**src/rtl/alu_pkg.sv**
```systemverilog
// Shared definitions for the ALU controller and its multiply/divide unit.
// Holds the Operation codes, ALUOp classes, Funct7 patterns, the M-extension
// operation enum (encoded exactly as Funct3) and the sequencer state enum.
package alu_pkg;

  typedef enum logic [3:0] {
    OP_AND  = 4'b0000,
    OP_OR   = 4'b0001,
    OP_ADD  = 4'b0010,
    OP_XOR  = 4'b0011,
    OP_SLL  = 4'b0100,
    OP_SRL  = 4'b0101,
    OP_SUB  = 4'b0110,
    OP_SRA  = 4'b0111,
    OP_BEQ  = 4'b1000,
    OP_BGE  = 4'b1001,
    OP_BNE  = 4'b1010,
    OP_BGEU = 4'b1011,
    OP_SLT  = 4'b1100,  // also used for BLT
    OP_SLTU = 4'b1101,
    OP_BLTU = 4'b1110,
    OP_PASS = 4'b1111   // JAL/LUI
  } alu_op_e;

  localparam logic [1:0] ALUOP_MEM    = 2'b00;
  localparam logic [1:0] ALUOP_BRANCH = 2'b01;
  localparam logic [1:0] ALUOP_RTYPE  = 2'b10;
  localparam logic [1:0] ALUOP_JUMP   = 2'b11;

  localparam logic [6:0] F7_BASE   = 7'b0000000;
  localparam logic [6:0] F7_ALT    = 7'b0100000;
  localparam logic [6:0] F7_MULDIV = 7'b0000001;

  typedef enum logic [2:0] {
    M_MUL    = 3'b000,
    M_MULH   = 3'b001,
    M_MULHSU = 3'b010,
    M_MULHU  = 3'b011,
    M_DIV    = 3'b100,
    M_DIVU   = 3'b101,
    M_REM    = 3'b110,
    M_REMU   = 3'b111
  } m_op_e;

  typedef enum logic [1:0] {
    S_IDLE = 2'b00,
    S_BUSY = 2'b01,
    S_DONE = 2'b10
  } state_e;

endpackage

```
**src/rtl/muldiv_core.sv**
```systemverilog
// Iterative RV32M-style multiply/divide datapath, one bit per cycle.
// Operands are reduced to magnitudes at start, the product/quotient is built
// by shift-add or restoring division, and signs are applied on the way out.
// Ports:
//   clk, reset        clock, synchronous active-high reset (counter only)
//   start             load operands/op and begin iterating
//   op                M operation (Funct3 encoding)
//   src_a, src_b      operands
//   done              iterations complete, or special case when EARLY_OUT
//   res               final, sign-corrected result (valid while done)
module muldiv_core
  import alu_pkg::*;
#(
  parameter int          XLEN      = 32,
  parameter int unsigned EARLY_OUT = 1
) (
  input  logic            clk,
  input  logic            reset,
  input  logic            start,
  input  m_op_e           op,
  input  logic [XLEN-1:0] src_a,
  input  logic [XLEN-1:0] src_b,
  output logic            done,
  output logic [XLEN-1:0] res
);

  localparam int              CW       = $clog2(XLEN + 1);
  localparam logic [CW-1:0]   CNT_END  = CW'(XLEN);
  localparam logic [XLEN-1:0] MOST_NEG = {1'b1, {(XLEN-1){1'b0}}};

  logic [CW-1:0]   cnt_q, cnt_d;
  m_op_e           op_q, op_d;
  logic [XLEN-1:0] a_q, a_d, opd_q, opd_d, hi_q, hi_d, lo_q, lo_d;
  logic            neg_q, neg_d, negr_q, negr_d, dz_q, dz_d, ovf_q, ovf_d;

  logic            a_sgn, b_sgn, is_div, run_div, div_ge;
  logic [XLEN-1:0] a_mag, b_mag, quo_fix, rem_fix;
  logic [XLEN:0]   mul_sum, div_rs, div_diff;
  logic [2*XLEN-1:0] prod, prod_fix;

  assign a_sgn   = src_a[XLEN-1] && (op inside {M_MULH, M_MULHSU, M_DIV, M_REM});
  assign b_sgn   = src_b[XLEN-1] && (op inside {M_MULH, M_DIV, M_REM});
  assign a_mag   = a_sgn ? -src_a : src_a;
  assign b_mag   = b_sgn ? -src_b : src_b;
  assign is_div  = op inside {M_DIV, M_DIVU, M_REM, M_REMU};
  assign run_div = op_q inside {M_DIV, M_DIVU, M_REM, M_REMU};

  // Multiply: {hi,lo} holds partial product above the unused multiplier bits.
  assign mul_sum  = {1'b0, hi_q} + (lo_q[0] ? {1'b0, opd_q} : '0);
  // Divide: hi is the partial remainder, lo shifts dividend out / quotient in.
  assign div_rs   = {hi_q, lo_q[XLEN-1]};
  assign div_ge   = (div_rs >= {1'b0, opd_q});
  assign div_diff = div_rs - {1'b0, opd_q};

  always_comb begin
    cnt_d  = cnt_q;
    op_d   = op_q;
    a_d    = a_q;
    opd_d  = opd_q;
    hi_d   = hi_q;
    lo_d   = lo_q;
    neg_d  = neg_q;
    negr_d = negr_q;
    dz_d   = dz_q;
    ovf_d  = ovf_q;
    if (start) begin
      op_d   = op;
      a_d    = src_a;
      neg_d  = a_sgn ^ b_sgn;
      negr_d = a_sgn;
      dz_d   = is_div && (src_b == '0);
      ovf_d  = (op inside {M_DIV, M_REM}) && (src_a == MOST_NEG) && (src_b == '1);
      hi_d   = '0;
      cnt_d  = '0;
      lo_d   = is_div ? a_mag : b_mag;
      opd_d  = is_div ? b_mag : a_mag;
    end else if (cnt_q != CNT_END) begin
      cnt_d = cnt_q + CW'(1);
      if (run_div) begin
        hi_d = div_ge ? div_diff[XLEN-1:0] : div_rs[XLEN-1:0];
        lo_d = {lo_q[XLEN-2:0], div_ge};
      end else begin
        hi_d = mul_sum[XLEN:1];
        lo_d = {mul_sum[0], lo_q[XLEN-1:1]};
      end
    end
  end

  always_ff @(posedge clk) begin
    if (reset) begin
      cnt_q <= CNT_END;
    end else begin
      cnt_q <= cnt_d;
    end
  end

  always_ff @(posedge clk) begin
    op_q   <= op_d;
    a_q    <= a_d;
    opd_q  <= opd_d;
    hi_q   <= hi_d;
    lo_q   <= lo_d;
    neg_q  <= neg_d;
    negr_q <= negr_d;
    dz_q   <= dz_d;
    ovf_q  <= ovf_d;
  end

  // Sign fixup and special-case override on the final magnitudes.
  assign prod     = {hi_q, lo_q};
  assign prod_fix = neg_q ? -prod : prod;
  assign quo_fix  = neg_q ? -lo_q : lo_q;
  assign rem_fix  = negr_q ? -hi_q : hi_q;

  always_comb begin
    res = prod_fix[XLEN-1:0];
    case (op_q)
      M_MUL:                     res = prod_fix[XLEN-1:0];
      M_MULH, M_MULHSU, M_MULHU: res = prod_fix[2*XLEN-1:XLEN];
      M_DIV, M_DIVU:             res = dz_q ? '1 : (ovf_q ? a_q : quo_fix);
      default:                   res = dz_q ? a_q : (ovf_q ? '0 : rem_fix);
    endcase
  end

  assign done = (cnt_q == CNT_END) || ((EARLY_OUT != 0) && (dz_q || ovf_q));

endmodule

```
**src/rtl/alu_muldiv_ctrl.sv**
```systemverilog
// ALU controller with an attached iterative M-extension unit.
// Decodes ALUOp/Funct3/Funct7 into the 4-bit ALU Operation, flags M ops via
// m_sel, and sequences muldiv_core through IDLE -> BUSY -> DONE with
// valid/ready handshakes on both sides.
// Ports:
//   clk, reset               clock, synchronous active-high reset
//   ALUOp, Funct7, Funct3    instruction class and function fields
//   rtype                    instruction is R-type (qualifies M decode)
//   Operation, m_sel         combinational decode outputs
//   in_valid/in_ready        request handshake (ready only in IDLE)
//   src_a, src_b             M operands, latched at acceptance
//   out_valid/out_ready      result handshake (valid only in DONE)
//   result                   registered M result
//   busy                     any state other than IDLE
module alu_muldiv_ctrl
  import alu_pkg::*;
#(
  parameter int          XLEN      = 32,
  parameter int unsigned EARLY_OUT = 1
) (
  input  logic            clk,
  input  logic            reset,
  input  logic [1:0]      ALUOp,
  input  logic [6:0]      Funct7,
  input  logic [2:0]      Funct3,
  input  logic            rtype,
  output logic [3:0]      Operation,
  output logic            m_sel,
  input  logic            in_valid,
  output logic            in_ready,
  input  logic [XLEN-1:0] src_a,
  input  logic [XLEN-1:0] src_b,
  output logic            out_valid,
  input  logic            out_ready,
  output logic [XLEN-1:0] result,
  output logic            busy
);

  state_e          state_q, state_d;
  logic [XLEN-1:0] result_q, result_d;
  alu_op_e         op;
  m_op_e           m_op;
  logic            accept, core_done;
  logic [XLEN-1:0] core_res;

  assign m_sel = (ALUOp == ALUOP_RTYPE) && rtype && (Funct7 == F7_MULDIV);

  always_comb begin
    op = OP_ADD;
    case (ALUOp)
      ALUOP_MEM:  op = OP_ADD;
      ALUOP_JUMP: op = OP_PASS;
      ALUOP_BRANCH: begin
        case (Funct3)
          3'b001:  op = OP_BNE;
          3'b100:  op = OP_SLT;
          3'b101:  op = OP_BGE;
          3'b110:  op = OP_BLTU;
          3'b111:  op = OP_BGEU;
          default: op = OP_BEQ;   // 000 and the unused 010/011
        endcase
      end
      default: begin
        if (!m_sel) begin
          case (Funct3)
            // SUB only exists as R-type; ADDI may carry 0100000 in its immediate.
            3'b000:  op = (rtype && (Funct7 == F7_ALT)) ? OP_SUB : OP_ADD;
            3'b001:  op = OP_SLL;
            3'b010:  op = OP_SLT;
            3'b011:  op = OP_SLTU;
            3'b100:  op = OP_XOR;
            // SRAI encodes 0100000 in imm[11:5], so no rtype qualification here.
            3'b101:  op = (Funct7 == F7_ALT) ? OP_SRA : OP_SRL;
            3'b110:  op = OP_OR;
            default: op = OP_AND;
          endcase
        end
      end
    endcase
  end

  assign Operation = op;

  assign in_ready  = (state_q == S_IDLE);
  assign busy      = (state_q != S_IDLE);
  assign out_valid = (state_q == S_DONE);
  assign result    = result_q;
  assign accept    = in_valid && in_ready && m_sel;
  assign m_op      = m_op_e'(Funct3);

  muldiv_core #(
    .XLEN      (XLEN),
    .EARLY_OUT (EARLY_OUT)
  ) u_core (
    .clk   (clk),
    .reset (reset),
    .start (accept),
    .op    (m_op),
    .src_a (src_a),
    .src_b (src_b),
    .done  (core_done),
    .res   (core_res)
  );

  always_comb begin
    state_d  = state_q;
    result_d = result_q;
    case (state_q)
      S_IDLE: if (accept) state_d = S_BUSY;
      S_BUSY: begin
        if (core_done) begin
          state_d  = S_DONE;
          result_d = core_res;
        end
      end
      S_DONE: if (out_ready) state_d = S_IDLE;
      default: state_d = S_IDLE;
    endcase
  end

  always_ff @(posedge clk) begin
    if (reset) begin
      state_q  <= S_IDLE;
      result_q <= '0;
    end else begin
      state_q  <= state_d;
      result_q <= result_d;
    end
  end

endmodule
```
**config.mk**
```make
export PLATFORM = sky130hd
export DESIGN_NAME = alu_muldiv_ctrl
export DESIGN_NICKNAME = d
export VERILOG_FILES = /design/src/rtl/alu_pkg.sv /design/src/rtl/muldiv_core.sv /design/src/rtl/alu_muldiv_ctrl.sv
export SDC_FILE = /design/constraint.sdc
export NUM_CORES = 1
export LEC_CHECK = 0
export ABC_CLOCK_PERIOD_IN_PS = 11950
export CAP_MARGIN = 20
export CORE_MARGIN = 8
export CORE_UTILIZATION = 40
export CTS_BUF_LIST = sky130_fd_sc_hd__clkbuf_4 sky130_fd_sc_hd__clkbuf_8
export DETAILED_ROUTE_END_ITERATION = 8
export PLACE_DENSITY = 0.7
export SLEW_MARGIN = 20
export SYNTH_ARGS = -nofsm -noshare
export SYNTH_HDL_FRONTEND = slang
export SYNTH_SLANG_ARGS = --single-unit
```
**constraint.sdc**
```tcl
create_clock -name clk -period 11.95 [get_ports clk]
set_input_delay 1.195 -clock clk [delete_from_list [all_inputs] [get_ports clk]]
set_output_delay 1.195 -clock clk [all_outputs]
set_load 0.05 [all_outputs]
```
==> After elaboration in Yosys (flattened, before gate mapping) <==
Cells that the tools add are included.
{ "totals": {"in_bits": 81, "out_inout_bits": 40, "wordCells": 110, "reg_bits": 175} }
{ "op_classes": {"magnitude_cmp": 1, "eq_ne": 28, "reduce_logical": 29, "n_addsub": 8, "mux": 30, "bitwise": 1} }
{ "ops": {"columns": ["cell", "n"], "rows": [
  ["$mux 32", 16],
  ["$neg 32->32", 4],
  ["$pmux 32 s3", 1],
  ["$eq 32x32->1 const B", 2],
  ["$mux 64", 1],
  ["$neg 64->64", 1],
  ["$add 32x32->33", 1],
  ["$ge 33x32->1", 1],
  ["$logic_not 32->1", 1],
  ["$sub 32x32->32", 1],
  ["$pmux 4 s7", 1],
  ["$eq 3x3->1 const B", 8],
  ["$pmux 3 s5", 1],
  ["$eq 3x2->1 const B", 4],
  ["$mux 6", 2],
  ["$pmux 4 s3", 1],
  ["$reduce_bool 4->1", 3],
  ["$logic_and 1x1->1", 10],
  ["$mux 2", 4],
  ["$eq 7x1->1 const B", 1],
  ["$eq 7x6->1 const B", 1],
  ["$add 6x1->6 const B", 1],
  ["$eq 2x2->1 const B", 3],
  ["$eq 3x1->1 const B", 2],
  ["18 further kinds", 26]
]} }

==> Depth between registers and ports, before layout <==
Gate-level depths: netlist of run 1.
{ "logic_depth": {"depth_word": 6, "ltp_mapped": 14, "mapped_depth_nobuf": 13} }

==> By module <==
Synthesis of run 1 repeated with hierarchy kept, for this count alone.
{ "unflattened": {"cells_unflattened": 2015, "area_unflattened_um2": 15994.1} }
{ "by_module_without_submodules": {"columns": ["mod", "area_each_um2", "instances", "seq_area_each_um2", "cells_per_inst"], "rows": [
  ["muldiv_core", 14576.5, 1, 3853.7, 1834],
  ["alu_muldiv_ctrl", 1417.6, 1, 680.7, 181]
]} }

==> Worst setup path after synthesis of run 1 <==
OpenSTA, ideal clock, no wires.
{ "synth_path": {"path_kind": "input to register", "start": "input Funct7[3]", "end": "register u_core.lo_q[30] (data pin)", "stages": 6, "arrival_ps": 6152, "path_slack_ps": 5429, "n_path_buf": 1, "required_ps": 11581, "setup_time_ps": 369, "path_cell_list": "or4_1 -> nor3_1 -> nand3_1 -> inv_1 -> clkbuf_1 -> o21ai_0"} }
{ "synth_between": {"elab_chain_len": 4} }
{ "synth_rtl": {"columns": ["element", "line", "rtl"], "rows": [
  ["from (decl)", "alu_muldiv_ctrl.sv:24", "input logic [6:0] Funct7,"],
  ["$eq 7x1->1", "alu_muldiv_ctrl.sv:46", "assign m_sel = (ALUOp == ALUOP_RTYPE) && rtype && (Funct7 == F7_MULDIV);"],
  ["$logic_and 1x1->1", "alu_muldiv_ctrl.sv:46", null],
  ["via m_sel", "alu_muldiv_ctrl.sv:28", "output logic m_sel,"],
  ["$logic_and 1x1->1", "alu_muldiv_ctrl.sv:88", "assign accept = in_valid && in_ready && m_sel;"],
  ["via accept", "alu_muldiv_ctrl.sv:43", "logic accept, core_done;"],
  ["$mux 32", "muldiv_core.sv:66", "if (start) begin"],
  ["via u_core.lo_d[30]", "muldiv_core.sv:33", "logic [XLEN-1:0] a_q, a_d, opd_q, opd_d, hi_q, hi_d, lo_q, lo_d;"],
  ["to (signal assigned)", "muldiv_core.sv:102", "lo_q <= lo_d;"],
  ["to (decl)", "muldiv_core.sv:33", null]
]} }
The timed path passes the listed nets, and every way through them passes these cells.
A chain may end at the register's enable or synchronous reset.

==> Final worst setup path of run 1 <==
{ "layout_path": {"start": "input Funct7[3]", "end": "output Operation[1]"} }
{ "layout_between": {"elab_chain_len": 5, "word_cells_on_any_way": 7, "classes_between": "2 x eq/ne; 4 x mux; 1 x reduce/logical"} }
{ "layout_rtl": {"columns": ["element", "line", "rtl"], "rows": [
  ["$eq 7x6->1", "alu_muldiv_ctrl.sv:73", "3'b101: op = (Funct7 == F7_ALT) ? OP_SRA : OP_SRL;"],
  ["$mux 2", "alu_muldiv_ctrl.sv:73", null],
  ["$pmux 4 s7", "alu_muldiv_ctrl.sv:65", "case (Funct3)"],
  ["$mux 4 *", "alu_muldiv_ctrl.sv:64", "if (!m_sel) begin"],
  ["$pmux 4 s3 *", "alu_muldiv_ctrl.sv:50", "case (ALUOp)"],
  ["to (decl)", "alu_muldiv_ctrl.sv:27", "output logic [3:0] Operation,"]
]} }
Every way passes the cells marked *; elsewhere a longest branch is shown, timed or not.

==> results of run 1 <==
synthesized netlist by cell type, drive strengths merged, types with 6 or more instances:
cell type | n | area, sq um
edfxtp | 103 | 3090
nor3 | 51 | 255
and2 | 8 | 50.1
nor2 | 159 | 599
o22ai | 15 | 93.8
nand2 | 157 | 589
nand2b | 16 | 100
o221ai | 6 | 52.6
ha | 71 | 888
xnor2 | 97 | 850
o31ai | 32 | 245
or2 | 9 | 56.3
mux2i | 93 | 931
nor2b | 21 | 131
o21ai | 178 | 891
o211ai | 10 | 75.1
nand3 | 38 | 200
or3 | 14 | 87.6
a221oi | 44 | 385
a31oi | 27 | 169
nand3b | 10 | 87.6
and3 | 10 | 62.6
nor4 | 29 | 211
nand4 | 22 | 138
clkbuf | 116 | 435
a211oi | 15 | 113
o21a | 9 | 67.6
inv | 66 | 248
o21bai | 11 | 82.6
o41ai | 13 | 129
buf | 18 | 85.1
xor2 | 99 | 867
a21oi | 189 | 950
dfxtp | 72 | 1440
a21o | 30 | 225
a22oi | 10 | 75.1
or4 | 16 | 124
report_power, final:
group	internal [W]	switching, W
clock	0.000162	0.000290
sequential	0.000716	0.000223
combinational	0.000583	0.000820
worst min-delay path, cell delays in order (launching register included):
cell and delay (ps):
dfxtp_1 340, nand2_1 50, a21oi_1 50
final cells by class:
cell class | instances | area [sq um]
Antenna cell | 1 | 2.50
Clock buffer | 18 | 241
Clock inverter | 14 | 166
Fill cell | 3928 | 21700
Inverter | 67 | 253
Multi-Input combinational cell | 1591 | 10600
Sequential cell | 175 | 4530
Tap cell | 525 | 657
Timing Repair Buffer | 143 | 1370
worst max path at each step:
stage / to / slack, ps
2_1_floorplan: u_core.lo_q[30]$_DFFE_PP_ / 5430
3_3_place_gp: Operation[1] / 6400
3_5_place_dp: Operation[1] / 6280
4_1_cts: Operation[1] / 6280
5_1_grt: Operation[1] / 6020
6_report: Operation[1] / 6270
through the flow:
step | area (sq um) | worst slack (ps)
floorplan | 15900 | 5430
global placement | 17400 | 6400
detailed placement | 17400 | 6280
CTS | 17800 | 6280
global route | 17800 | 6020
finish | 17800 | 6270
registers in the layout, indices dropped and copies added (netlist names), 2 cells and up:
signal        cells
u_core.cnt_q      6
u_core.lo_q      32
u_core.a_q       32
u_core.op_q       3
u_core.opd_q     32
u_core.hi_q      32
state_q           2
result           32
cell usage in the layout (no fill, tap or decap), types with 14 or more instances in the layout:
| master | n |
|---|---|
| nand3_1 | 35 |
| or3_1 | 14 |
| edfxtp_1 | 103 |
| nor2b_1 | 20 |
| xor2_1 | 99 |
| nand4_1 | 22 |
| clkbuf_8 | 17 |
| o22ai_1 | 15 |
| nand2b_1 | 16 |
| a221oi_1 | 44 |
| o21ai_0 | 171 |
| a31oi_1 | 27 |
| nor3_1 | 51 |
| inv_1 | 65 |
| o31ai_1 | 31 |
| buf_4 | 24 |
| a21oi_1 | 188 |
| a211oi_1 | 14 |
| nor4_1 | 27 |
| nor2_1 | 157 |
| mux2i_1 | 93 |
| dfxtp_1 | 72 |
| a21o_1 | 30 |
| ha_1 | 71 |
| clkdlybuf4s50_1 | 119 |
| or4_1 | 15 |
| xnor2_1 | 97 |
| nand2_1 | 157 |
routing by layer:
layer / routed length [microns] / up-vias / GRT usage [%]
li1: - / 7382 / -
met3: 6060 / 112 / 4.73
met4: 1740 / 0 / 7.54
met1: 24800 / 7581 / 33.4
met2: 25100 / 899 / 36.7
met5: 0 / - / 0
cell families after synthesis:
kind of cell / after synthesis / share of synthesized area [%]
fa+ha+maj: 73 / 5.85
xor+xnor: 196 / 10.8
flops: 175 / 28.6
mux: 95 / 6.01
buf+inv: 201 / 4.87
simple gates: 582 / 18.2
compound gates: 645 / 25.6
==> key figures, run 1 <==
Yosys
  – Syn_nets: 2121
  – Cells after synthesis: ~2000
  – Register area share after synthesis: roughly 29%
  – Most used DFF post-synth: edfxtp_1
  – Synthesized area: roughly 16000 sq um
  – Netlist cell types: around 90
  – Post-synth EDFFs: 103
  – Register bit total from synthesis: 175
  – Synth warnings: 0
  – Synth async-reset ratio: 0%
  – Syn avg cell area: 8.06 sq um

Timing
  – Setup Total Neg Slack: 0 ps
  – Max Clock Freq: 0.176 GHz
  – Unrepaired setup endpoints after global routing: false
  – Final Hold Vio Count: 0
  – Pins over their slew limit: 0
  – Actual slew at the worst max-slew pin: 1140 ps
  – Tcrit/Tclk final: between 40% and 50%
  – WHS: around 480 ps
  – Relative max-transition margin: 22.1%
  – Final worst path period need: approximately 5700 ps
  – Clk_skew: roughly 32 ps
  – Final setup viols: 0

Worst hold path
  – Hold crit path type: reg -> reg
  – Worst Hold Launch: result[2]$_SDFFE_PP0P_
  – WHS Endpoint: result[2]$_SDFFE_PP0P_
  – Hold depth: 2

Clock tree
  – Post-CTS sizing: 0
  – Cts bufs inserted: 17
  – Hold_buf cts: 0
  – Clk buf depth: 2
  – Total setup buffers inserted after CTS: 0
  – Clk Tree Root Cell: clkbuf_8
  – CTS HTree Levels: 4
  – Clock latency on the worst-skew pair: 500 ps
  – Clock-pin slew on the worst setup and hold paths: approximately 130 ps
  – CTS sink cnt: around 180
  – CTS tree: yes

Placement
  – Placed cells: approximately 2500
  – Number of port buffers: 120
  – Post-DP HPWL: around 44000 microns
  – GPL Wtd Cong: 0.963

Pwr
  – Leakage: 6.54 nW
  – Power, Total: roughly 0.0028 W
  – PD cells: 157 nW/um^2
  – Worst vdd ir: between 0.07 and 0.08 mV

Floorplan
  – DIE WIDTH: around 220 microns
  – Cell row count: 73
  – Core Area: about 39000 sq um
  – DIE AREA: ~46000 sq um
  – IO Pins: roughly 120
  – Initial core utilization: between 40% and 50%
  – Die Span Y: ~220 microns

Cells and area
  – Layout cell share with drive strength beyond 1: roughly 4.6%
  – Area grow syn2layout: 12.3%
  – Finished Core Util: a little under half
  – Nets: around 2100
  – Post-Layout Cell Count: ~2500

Worst setup path
  – Worst Path Buf+Inv: 2
  – CP max stage delay: between 800 and 900 ps
  – CP arrival: about 4500 ps
  – Reg-to-reg critical path endpoint: u_core.hi_q[27]$_SDFFE_PP0P_
  – Crit path max fanout: 6
  – Critical path's top delay family: simple AND/OR/NAND/NOR gates
  – Worst Path Required: between 10000 and 15000 ps
  – Most used cell, CP: clkdlybuf4s50_1
  – Critical Path Source: Funct7[3]
  – CP Cell Sequence: clkdlybuf4s50_1 > or4_1 > nor3_1 > nor3b_1 > o22a_1 > o221ai_1 > clkdlybuf4s50_1
  – R2r setup slk: around 7700 ps
  – Critical path depth: 7
  – CP startpoint kind: input pin
  – Critical R2R Launch: u_core.lo_q[0]$_DFFE_PP_
  – Setup CP Type: in -> out
  – Setup crit end kind: output pin
  – Path depth of the worst reg2reg path: 13
  – Worst path slowest cell: clkdlybuf4s50_1

GRT
  – Initial antenna violation count: 1
  – Largest net degree at the start of global routing: between 80 and 90
  – First-pass GRT wire length: roughly 89000 microns
  – Gr usage total: a little under a quarter
  – Total grt overflow: 0
  – Vias in the first global route: around 15000

Drt
  – Drt pass-1 iters: 8
  – Vias per cell: about 6.3
  – Final wirelength: 57700 microns
  – Drt drc: 0
  – Routed len/inst: approximately 23 microns
  – ANT nets after route: 0
  – Number of DRC markers in iteration 0: roughly 1900
  – Via count: approximately 16000

Status
  – Status: completed

Flow run
  – Max_cap viols: 0
Note: power is estimated with default switching activity, not from simulation.
==> inputs of run 2 (changes only) <==
--- a/config.mk
+++ b/config.mk
@@ -5,13 +5,13 @@
 export SDC_FILE = /design/constraint.sdc
 export NUM_CORES = 1
 export LEC_CHECK = 0
-export ABC_CLOCK_PERIOD_IN_PS = 11950
+export ABC_CLOCK_PERIOD_IN_PS = 4900
 export CAP_MARGIN = 20
 export CORE_MARGIN = 8
 export CORE_UTILIZATION = 40
 export CTS_BUF_LIST = sky130_fd_sc_hd__clkbuf_4 sky130_fd_sc_hd__clkbuf_8
 export DETAILED_ROUTE_END_ITERATION = 8
-export PLACE_DENSITY = 0.7
+export PLACE_DENSITY = 0.72
 export SLEW_MARGIN = 20
 export SYNTH_ARGS = -nofsm -noshare
 export SYNTH_HDL_FRONTEND = slang
==> constraint.sdc (replaced) <==
create_clock -name clk -period 4.9 [get_ports clk]
set_input_delay 0.49 -clock clk [delete_from_list [all_inputs] [get_ports clk]]
set_output_delay 0.49 -clock clk [all_outputs]
set_load 0.05 [all_outputs]
==> key figures, run 2 (synthesis results as in run 1) <==
Status
  – Status: completed

Worst setup path
  – Worst Path Required: 5340 ps
  – Critical path's top delay family: simple AND/OR/NAND/NOR gates
  – CP arrival: 4310 ps
  – Worst Path Buf+Inv: 2
  – CP max stage delay: 670 ps
  – Path depth of the worst reg2reg path: 12
  – CP Cell Sequence: inv_1 > ha_1 > nand4_1 > nor4_1 > a31oi_1 > o21a_1 > o21ai_0 > a21o_1 > and2_1 > buf_4 > a222oi_1 > a21oi_1
  – Reg-to-reg critical path endpoint: u_core.hi_q[10]$_SDFFE_PP0P_
  – Setup crit end kind: register
  – R2r setup slk: between 1000 and 1500 ps
  – Setup CP Type: reg -> reg
  – Critical R2R Launch: u_core.opd_q[22]$_DFFE_PP_
  – CP startpoint kind: register
  – Crit path max fanout: 20
  – Critical Path Source: u_core.opd_q[22]$_DFFE_PP_
  – Worst path slowest cell: nor4_1

Cells and area
  – Area grow syn2layout: 13.3%
  – Final design area excluding fillers: 18000 sq um
  – Post-Layout Cell Count: ~2600
  – Commonest non-fill, non-tap cell in the layout: a21oi_1
  – Multi-input gate area: about 11000 sq um
  – Most frequent cells in the layout: 188 x a21oi_1, 171 x o21ai_0, 157 x nor2_1, 157 x nand2_1, 119 x clkdlybuf4s50_1
  – Filler instances: around 4000
  – Finished Core Util: 45.5%
  – Layout cell share with drive strength beyond 1: about 5.4%
  – Register area: about 4500 sq um
  – Nets: 2167

Timing
  – Clk_skew: a little over 20 ps
  – Final setup viols: 0
  – Max Clock Freq: 0.258 GHz
  – Setup Total Neg Slack: 0 ps
  – Actual slew at the worst max-slew pin: 1090 ps
  – Pins over their slew limit: 0
  – Tcrit/Tclk final: roughly 79%
  – Relative max-transition margin: between 20% and 30%
  – Final critical-path setup slack: 1020 ps
  – Final Hold Vio Count: 0
  – Unrepaired setup endpoints after global routing: false
  – Final worst path period need: a little under 4000 ps

Drt
  – Drt pass-1 iters: 6
  – Drt drc: 0
  – Vias per cell: roughly 6.3
  – Final wirelength: 58300 microns
  – Number of DRC markers in iteration 0: 1942
  – Via count: roughly 16000
  – ANT nets after route: 0
  – Routed len/inst: 22.9 microns

Clock tree
  – Clock-pin slew on the worst setup and hold paths: between 100 and 150 ps
  – CTS HTree Levels: 4
  – Clk buf depth: 2
  – Clk Tree Root Cell: clkbuf_8
  – Hold_buf cts: 0
  – Total setup buffers inserted after CTS: 0
  – Cts bufs inserted: 17
  – Clock latency on the worst-skew pair: about 500 ps
  – CTS sink cnt: 175
  – Post-CTS sizing: 0
  – CTS tree: yes

Floorplan
  – DIE AREA: between 40000 and 50000 sq um
  – Die Span Y: between 200 and 250 microns
  – IO Pins: 121
  – DIE WIDTH: approximately 220 microns
  – Cell row count: between 70 and 80
  – Core Area: 39500 sq um
  – Initial core utilization: 40.2%

Placement
  – Dpl ws: ~860 ps
  – Placed cells: about 2500
  – Number of port buffers: between 100 and 150
  – Post-DP Area: ~18000 sq um
  – GPL Wtd Cong: around 0.94
  – Post-DP HPWL: 44600 microns

Worst hold path
  – WHS Endpoint: result[2]$_SDFFE_PP0P_
  – Hold crit path type: reg -> reg
  – Worst Hold Launch: result[2]$_SDFFE_PP0P_
  – Hold depth: 2

GRT
  – Gr usage total: 24.1%
  – Global-route track usage on met3: just under 4%
  – Gr busiest metal: met2
  – First-pass GRT wire length: between 80000 and 90000 microns
  – Met2 GRT Util: between 30% and 40%
  – Largest net degree at the start of global routing: 83
  – Total grt overflow: 0
  – Vias in the first global route: 15261
  – Routing usage on met1: between 30% and 40%
  – Initial antenna violation count: 1

Pwr
  – Worst vdd ir: 0.192 mV
  – PD cells: between 300 and 400 nW/um^2
  – Leakage: about 6.7 nW

Flow run
  – Max_cap viols: 0
-- run 2: stage by stage --
stage / hold slack, ps / power [W]
3_5_place_dp: 452 / 0.00569
2_1_floorplan: 435 / 0.00468
3_3_place_gp: 440 / 0.00563
5_1_grt: 492 / 0.00731
6_report: 464 / 0.00692
4_1_cts: 468 / 0.00682
-- run 2: power breakdown --
part / total (W) / switching [W] / internal (W)
clock network: 0.00113 / 0.000650 / 0.000482
logic: 0.00361 / 0.00214 / 0.00147
registers: 0.00218 / 0.000437 / 0.00174
total: 0.00692 / 0.00323 / 0.00369
-- run 2: layout make-up --
class                   count  share of cell area (%)
repair buffers            161                    8.43
multi-input cells        1591                    58.9
flip-flops and latches    175                    25.2
clock inverters            15                    1.09
clock buffers              17                    1.30
diodes                      1                  0.0139
well taps                 525                    3.66
inverters                  67                    1.41
-- run 2: worst register-to-register path, stage by stage (launching register included) --
cell and delay [ps]:
edfxtp_1 530, inv_1 110, ha_1 470, nand4_1 230, nor4_1 680, a31oi_1 160, o21a_1 210, o21ai_0 190
a21o_1 150, and2_1 410, buf_4 350, a222oi_1 150, a21oi_1 190
-- run 2: worst max-delay path by stage --
stage,depth (start not counted),slack [ps],end
final,12,1020,u_core.hi_q[10]$_SDFFE_PP0P_
after global routing,11,810,u_core.hi_q[12]$_SDFFE_PP0P_
after CTS,6,1070,Operation[2]
after detailed placement,10,860,u_core.lo_q[31]$_DFFE_PP_
after global placement,10,840,u_core.lo_q[31]$_DFFE_PP_
after floorplan,6,300,u_core.lo_q[30]$_DFFE_PP_
-- run 2: layer usage --
| layer | wire [microns] | vias up | part of all wire (%) |
|---|---|---|---|
| met4 | 1800 | 0 | 3.1 |
| met3 | 5450 | 121 | 9.3 |
| li1 | - | 7415 | - |
| met2 | 25900 | 937 | 44 |
| met5 | 0 | - | 0 |
| met1 | 25200 | 7650 | 43 |
